[config.mk]
export PLATFORM = sky130hd
export DESIGN_NAME = spi_target_rx_tx
export DESIGN_NICKNAME = d
export VERILOG_FILES = /design/src/rtl/spi_target_rx_tx.sv
export SDC_FILE = /design/constraint.sdc
export NUM_CORES = 1
export LEC_CHECK = 0
export ABC_AREA = 0
export CAP_MARGIN = 20
export CORE_MARGIN = 5
export CORE_UTILIZATION = 53
export CTS_CLUSTER_SIZE = 10
export DETAILED_ROUTE_END_ITERATION = 10
export PLACE_DENSITY = 0.75
export SLEW_MARGIN = 0
export SYNTH_ARGS = -nofsm -noshare
export SYNTH_HDL_FRONTEND = slang
export SYNTH_SLANG_ARGS = --single-unit
[constraint.sdc]
create_clock -name i2c_wb_clk_i -period 1.4 [get_ports i2c_wb_clk_i]
set_clock_uncertainty 0.05 [all_clocks]
set_input_delay 0.14 -clock i2c_wb_clk_i [delete_from_list [all_inputs] [get_ports i2c_wb_clk_i]]
set_output_delay 0.14 -clock i2c_wb_clk_i [all_outputs]
set_load 0.03 [all_outputs]
[src/rtl/spi_target_rx_tx.sv]
// spi_target_rx_tx: oversampled SPI target with full-duplex DATA_W-bit frames and valid/ready byte ports.
// Define SPI_TGT_LSB_FIRST_EN for LSB-first shifting in both directions.
module spi_target_rx_tx #(
  parameter int DATA_W = 8,
  parameter bit CPOL = 1'b0,
  parameter bit CPHA = 1'b0,
  parameter logic [DATA_W-1:0] FILL = DATA_W'(8'hFF)
) (
  input  logic              i2c_wb_clk_i,
  input  logic              i2c_wb_rst_i,
  input  logic              sck_i,
  input  logic              cs_n_i,
  input  logic              mosi_i,
  output logic              miso_o,
  output logic              miso_oe,
  input  logic [DATA_W-1:0] tx_data_i,
  input  logic              tx_valid_i,
  output logic              tx_ready_o,
  output logic [DATA_W-1:0] rx_data_o,
  output logic              rx_valid_o,
  input  logic              rx_ready_i,
  output logic              ovr_o,
  output logic              udr_o,
  input  logic              flag_clr_i,
  output logic              busy_o
);
  localparam int CW = $clog2(DATA_W + 1);
  typedef enum logic {IDLE, SEL} state_t;
  state_t state_q, state_d;
  logic [2:0] sck_q, cs_q;
  logic [1:0] mosi_q;
  logic [DATA_W-1:0] tx_sr, tx_buf, tx_shift, rx_next;
  logic [DATA_W-2:0] rx_sr, rx_keep;
  logic [CW-1:0] bit_cnt;
  logic tx_full, frame_done, rise, fall, samp, drv, cs_fall;
  logic do_load, do_shift, do_samp, word_done, tx_acc, miso_bit;
  assign rise = sck_q[1] & ~sck_q[2];
  assign fall = ~sck_q[1] & sck_q[2];
  assign samp = (CPOL ^ CPHA) ? fall : rise;
  assign drv = (CPOL ^ CPHA) ? rise : fall;
  assign cs_fall = cs_q[2] & ~cs_q[1];
`ifdef SPI_TGT_LSB_FIRST_EN
  assign rx_next = {mosi_q[1], rx_sr};
  assign rx_keep = rx_next[DATA_W-1:1];
  assign tx_shift = {1'b0, tx_sr[DATA_W-1:1]};
  assign miso_bit = tx_sr[0];
`else
  assign rx_next = {rx_sr, mosi_q[1]};
  assign rx_keep = rx_next[DATA_W-2:0];
  assign tx_shift = {tx_sr[DATA_W-2:0], 1'b0};
  assign miso_bit = tx_sr[DATA_W-1];
`endif
  assign word_done = do_samp & (bit_cnt == CW'(DATA_W - 1));
  assign tx_acc = tx_valid_i & ~tx_full;
  assign tx_ready_o = ~tx_full;
  assign miso_oe = state_q == SEL;
  assign miso_o = miso_oe & miso_bit;
  assign busy_o = ~cs_q[1];
  always_comb begin
    state_d = state_q;
    do_load = 1'b0;
    do_shift = 1'b0;
    do_samp = 1'b0;
    if (state_q == IDLE) begin
      state_d = cs_fall ? SEL : IDLE;
      do_load = cs_fall & ~CPHA;
    end else if (cs_q[1]) begin
      state_d = IDLE;
    end else begin
      do_samp = samp;
      do_load = drv & (CPHA ? bit_cnt == '0 : frame_done);
      do_shift = drv & ~do_load;
    end
  end
  // a load sees the pre-accept holding register, so an accept in the same cycle refills it
  always_ff @(posedge i2c_wb_clk_i) begin
    if (i2c_wb_rst_i) begin
      state_q <= IDLE;
      sck_q <= {3{CPOL}};
      cs_q <= 3'b111;
      mosi_q <= '0;
      tx_sr <= '0;
      tx_buf <= '0;
      tx_full <= 1'b0;
      rx_sr <= '0;
      bit_cnt <= '0;
      frame_done <= 1'b0;
      rx_data_o <= '0;
      rx_valid_o <= 1'b0;
      ovr_o <= 1'b0;
      udr_o <= 1'b0;
    end else begin
      state_q <= state_d;
      sck_q <= {sck_q[1:0], sck_i};
      cs_q <= {cs_q[1:0], cs_n_i};
      mosi_q <= {mosi_q[0], mosi_i};
      if (do_load) tx_sr <= tx_full ? tx_buf : FILL;
      else if (do_shift) tx_sr <= tx_shift;
      if (tx_acc) tx_buf <= tx_data_i;
      tx_full <= (tx_full & ~do_load) | tx_acc;
      if (do_samp) rx_sr <= rx_keep;
      if (state_d == IDLE) bit_cnt <= '0;
      else if (do_samp) bit_cnt <= word_done ? '0 : bit_cnt + CW'(1);
      frame_done <= (state_d == SEL) & (word_done | (frame_done & ~drv));
      if (word_done) rx_data_o <= rx_next;
      rx_valid_o <= word_done | (rx_valid_o & ~rx_ready_i);
      ovr_o <= (word_done & rx_valid_o & ~rx_ready_i) | (ovr_o & ~flag_clr_i);
      udr_o <= (do_load & ~tx_full) | (udr_o & ~flag_clr_i);
    end
  end
endmodule

; Word-level counts from Yosys, hierarchy flattened
; Index checks and enable logic that the tools add are counted.
[word_totals]
reg_bits = 49
inputBits = 16
elab_cells = 63
[classes]
add_sub_neg = 1
n_eq_ne = 1
muxes = 13
bitwise_logic = 32
n_reduce_logical = 2
[ops]
columns = operator, n
row1 = 2-to-1 mux 8 bit, 3
row2 = AND 1 bit, 17
row3 = NOT 1 bit, 10
row4 = 2-to-1 mux 1 bit, 9
row5 = OR 1 bit, 5
row6 = adder 4 x 1 -> 4 bit (second input constant), 1
row7 = == test 4 x 3 -> 1 bit (second input constant), 1
row8 = 2-to-1 mux 4 bit, 1
row9 = nonzero test 2 bit, 1
row10 = OR reduction 2 bit, 1

; Longest topological paths before layout
[depth]
ltp_word = 9
mapped_depth = 5

; Least setup slack after synthesis
; Ideal clock, no wire load.
[synth_path]
kind = reg2reg
from = register state_q, in the netlist miso_oe
to = register rx_data_o[0]
setup_ps = 72
t_arrival_ps = 1407
required_ps = 1278
path_slack_ps = -128
path_stages_with_launch = 6
path_buffers = 2
period_less_slack_ps = 1528
cell_sequence = dfxtp_1 > buf_6 > and4bb_1 > and4_1 > buf_6 > mux2i_1
[synth_between]
elab_chain_len = 2
[synth_rtl]
columns = item, line_no
row1 = from (decl), 29  ; state_t state_q, state_d;
row2 = from (signal assigned), 93  ; state_q <= state_d;
row3 = 2-to-1 mux 1 bit, 64  ; if (state_q == IDLE) begin
row4 = AND 1 bit, 53  ; assign word_done = do_samp & (bit_cnt == CW'(DATA_W - 1));
row5 = to (signal assigned), 105  ; if (word_done) rx_data_o <= rx_next;
row6 = to (decl), 19  ; output logic [DATA_W-1:0] rx_data_o,
; Every way passes these cells.
; A chain may end at the register's enable or synchronous reset.

; Final worst setup path
[layout_path]
from = register state_q, in the netlist miso_oe
to = register rx_data_o[6]
; The elaborated chain is that of the path after synthesis.

==> out/metrics.yaml <==
drt:
  drt_wl_total_um: 4180
  vias_per_cell: 5.25
  dr.pass1.iters: 4
  drc: 0
  drt-wirelength-per-cell_um: 13.5
  ant_nets: 0
  vias: 1629
  dr.first_iter.drc_count: 98
setup_path:
  critPathKind: "flip-flop to flip-flop"
  crit_path_max_fanout: 12
  required_ps: 1580
  critPathLaunchType: "flip-flop"
  path_cells: "and4bb_1 > and4_4 > buf_12 > mux2i_1"
  rrSetupSlack_ps: 20
  critPathCaptureType: "flip-flop"
  max_stage_delay_ps: 430
  arrival_ps: 1550
  slowest_stage: "dfxtp_4"
clocking:
  h-tree-depth: 2
  cts_tree: "done"
  numCtsBuffers: 5
  insertion_delay_ps: 310
  clkTransAtPathRegs_ps: 90
  cts_sinks: 49
  cts_buffer_depth: 2
  clockRootBuffer: "clkbuf_8"
global_route:
  grt_max_degree: 19
  grt_usage_pct: 17.1
  antenna_found_initial: 0
  grt_pass1_vias: 1516
  grt-ovfl-total: 0
  grt_pass1_wl_um: 6890
logic_synthesis:
  synth_area_leaders: "dfxtp_1 (48%), nand2b_1 (6.5%), nand2_1 (6.1%)"
  synthCells: 221
  synth-xor-area-share_pct: 0
  yosysTopAreaCellShare_pct: 48.2
  yosys.area_share.simple_pct: 25.4
  synth_adder_area_share_pct: 0.615
  ys_types: 41
  yosysSeqAreaShare_pct: 48.2
  synth_compound_area_share_pct: 15.6
  syn_nets: 238
  async_flop_share_pct: 0
  syn-mean-instance-area_um2: 9.21
  synth_edf_count: 0
  syn-cell-area_um2: 2030
  ys_seq_elements: 49
  synth_top_family_by_area: "simple AND/OR/NAND/NOR gates"
  yosysWarnings: 0
  synthMuxAreaShare_pct: 3.94
  synth_flop_cell: "dfxtp_1"
  yosysTopAreaCell: "dfxtp_1"
cells_and_area:
  area_delta_synth_final_pct: 26.9
  final_common_cell: "dfxtp_1"
  final_cell_area_um2: 2580
  nFillCells: 319
  drive_gt1_share_pct: 17.2
  final_nets: 278
  final_cell_mix: "dfxtp_1 (45), nand2_1 (33), a21oi_1 (24), nand2b_1 (20), buf_4 (18)"
  n_antenna_cell: 0
sta:
  final_max_slew_viol_count: 0
  relSlewSlack_pct: 67.2
  fmax_mhz: 726
  min_period_ps: 1380
  whs_ps: 329
  setup-tns-final_ps: 0
  setup_viol_count_final: 0
  max_slew.worst_pin.slew_ps: 490
  rsz0062_at_grt: "true"
  hold_viol: 0
  post-route-period-util_pct: 98.3
die:
  die_area_um2: 5180
  die_h_um: 72.0
  initial_core_util_pct: 55.2
  rows: 22
  fp.dieW_um: 72.0
  core_um2: 3690
  top_level_ports: 31
min_path:
  hold_path.class: "input pin to flip-flop"
place:
  portBuffers: 30
  hpwlAfterDp_um: 2970
  place_area_um2: 2460
  routabilityCongestion: 0.846
pwr:
  p_leak_nw: 1.01
  power_density_nw_per_um2: 978
  ir_worst_vdd_uv: 637
flow_run:
  cap_violations: 0
status:
  status: "completed"
## power by group
group          switching (mW)  internal (mW)  leakage, nW
Sequential             0.0245           1.43        0.400
Clock                   0.455          0.402       0.0445
Combinational          0.0981          0.116        0.561
## cell usage after synthesis (2+ instances only)
library cell	count
a31oi_1	2
a21o_1	2
nand2_1	33
o21ai_0	2
nand4bb_1	2
mux2i_1	8
a21oi_1	24
nand3_1	2
a221oi_1	4
or2_2	2
and4bb_1	2
o21bai_1	2
nand4_1	2
nor3b_1	2
a221o_1	6
nor3_2	2
nor2b_1	6
a211oi_1	2
dfxtp_1	49
buf_2	5
buf_6	2
clkbuf_1	7
nand2b_1	21
inv_1	13
nand3b_1	3
## worst max-delay path: cells and delay by family, from the launching register on
kind / cells / cell delay [ps]
DFF: 1 / 430
buffers and inverters: 1 / 130
and+or+nand+nor: 2 / 490
muxes: 1 / 190
## final cells by class
class / count / area [µm²] / share of cell area [%]
Tap cell: 48 / 60.1 / 2.33
Multi-Input combinational cell: 144 / 961 / 37.2
Clock buffer: 7 / 86.3 / 3.34
Sequential cell: 49 / 988 / 38.3
Inverter: 13 / 48.8 / 1.89
Clock inverter: 1 / 7.51 / 0.291
Timing Repair Buffer: 48 / 430 / 16.7
## flip-flops by register name (all words and copies together), names as in the netlist
signal and flops:
udr_o 1, tx_sr 8, tx_full 1, rx_data_o 8
rx_sr 7, ovr_o 1, tx_buf 8, cs_q 3
sck_q 3, mosi_q 2, miso_oe 1, frame_done 1
rx_valid_o 1, bit_cnt 4
## what timing repair did
action	CTS	global route
setup endpoints to repair	14	25
hold buffers	0	0
buffers inserted	0	0
hold endpoints to repair	0	0
pin swaps	1	3
resized for setup	13	12
## cells by family after synthesis
logic type | after synthesis
fa+ha+maj | 1
simple gates | 87
buf+inv | 28
flops | 49
mux | 8
compound gates | 48
## worst paths after layout
check | from | to | cells after the start
max | miso_oe$_SDFF_PP0_ | rx_data_o[6]$_SDFFE_PP0N_ | 4
min | mosi_i | mosi_q[0]$_SDFF_PP0_ | 2
max reg2reg | miso_oe$_SDFF_PP0_ | rx_data_o[6]$_SDFFE_PP0N_ | 4
min reg2reg | cs_q[0]$_SDFF_PP1_ | cs_q[1]$_SDFF_PP1_ | 1
## layer usage
metal | vias to the layer above | global-route usage, % | routed length (µm)
met5 | - | 0 | 0
met2 | 33 | 27.3 | 1960
met1 | 744 | 21.8 | 1960
met3 | 6 | 5.40 | 204
met4 | 0 | 5.85 | 57
li1 | 846 | - | -
## through the flow
| stage | total power [mW] | utilization [%] | setup slack, ps | cells |
|---|---|---|---|---|
| 3_5_place_dp | 1.69 | 66.8 | -98.3 | 302 |
| 2_1_floorplan | 1.60 | - | 38.3 | 221 |
| 3_3_place_gp | 1.69 | 66.8 | -87.0 | 302 |
| 4_1_cts | 2.53 | 68.9 | -0.0232 | 310 |
| 6_report | 2.52 | 70.0 | 23.2 | 310 |
| 5_1_grt | 2.62 | 70.0 | -62.9 | 310 |
Power figures use the tool's default switching activity.
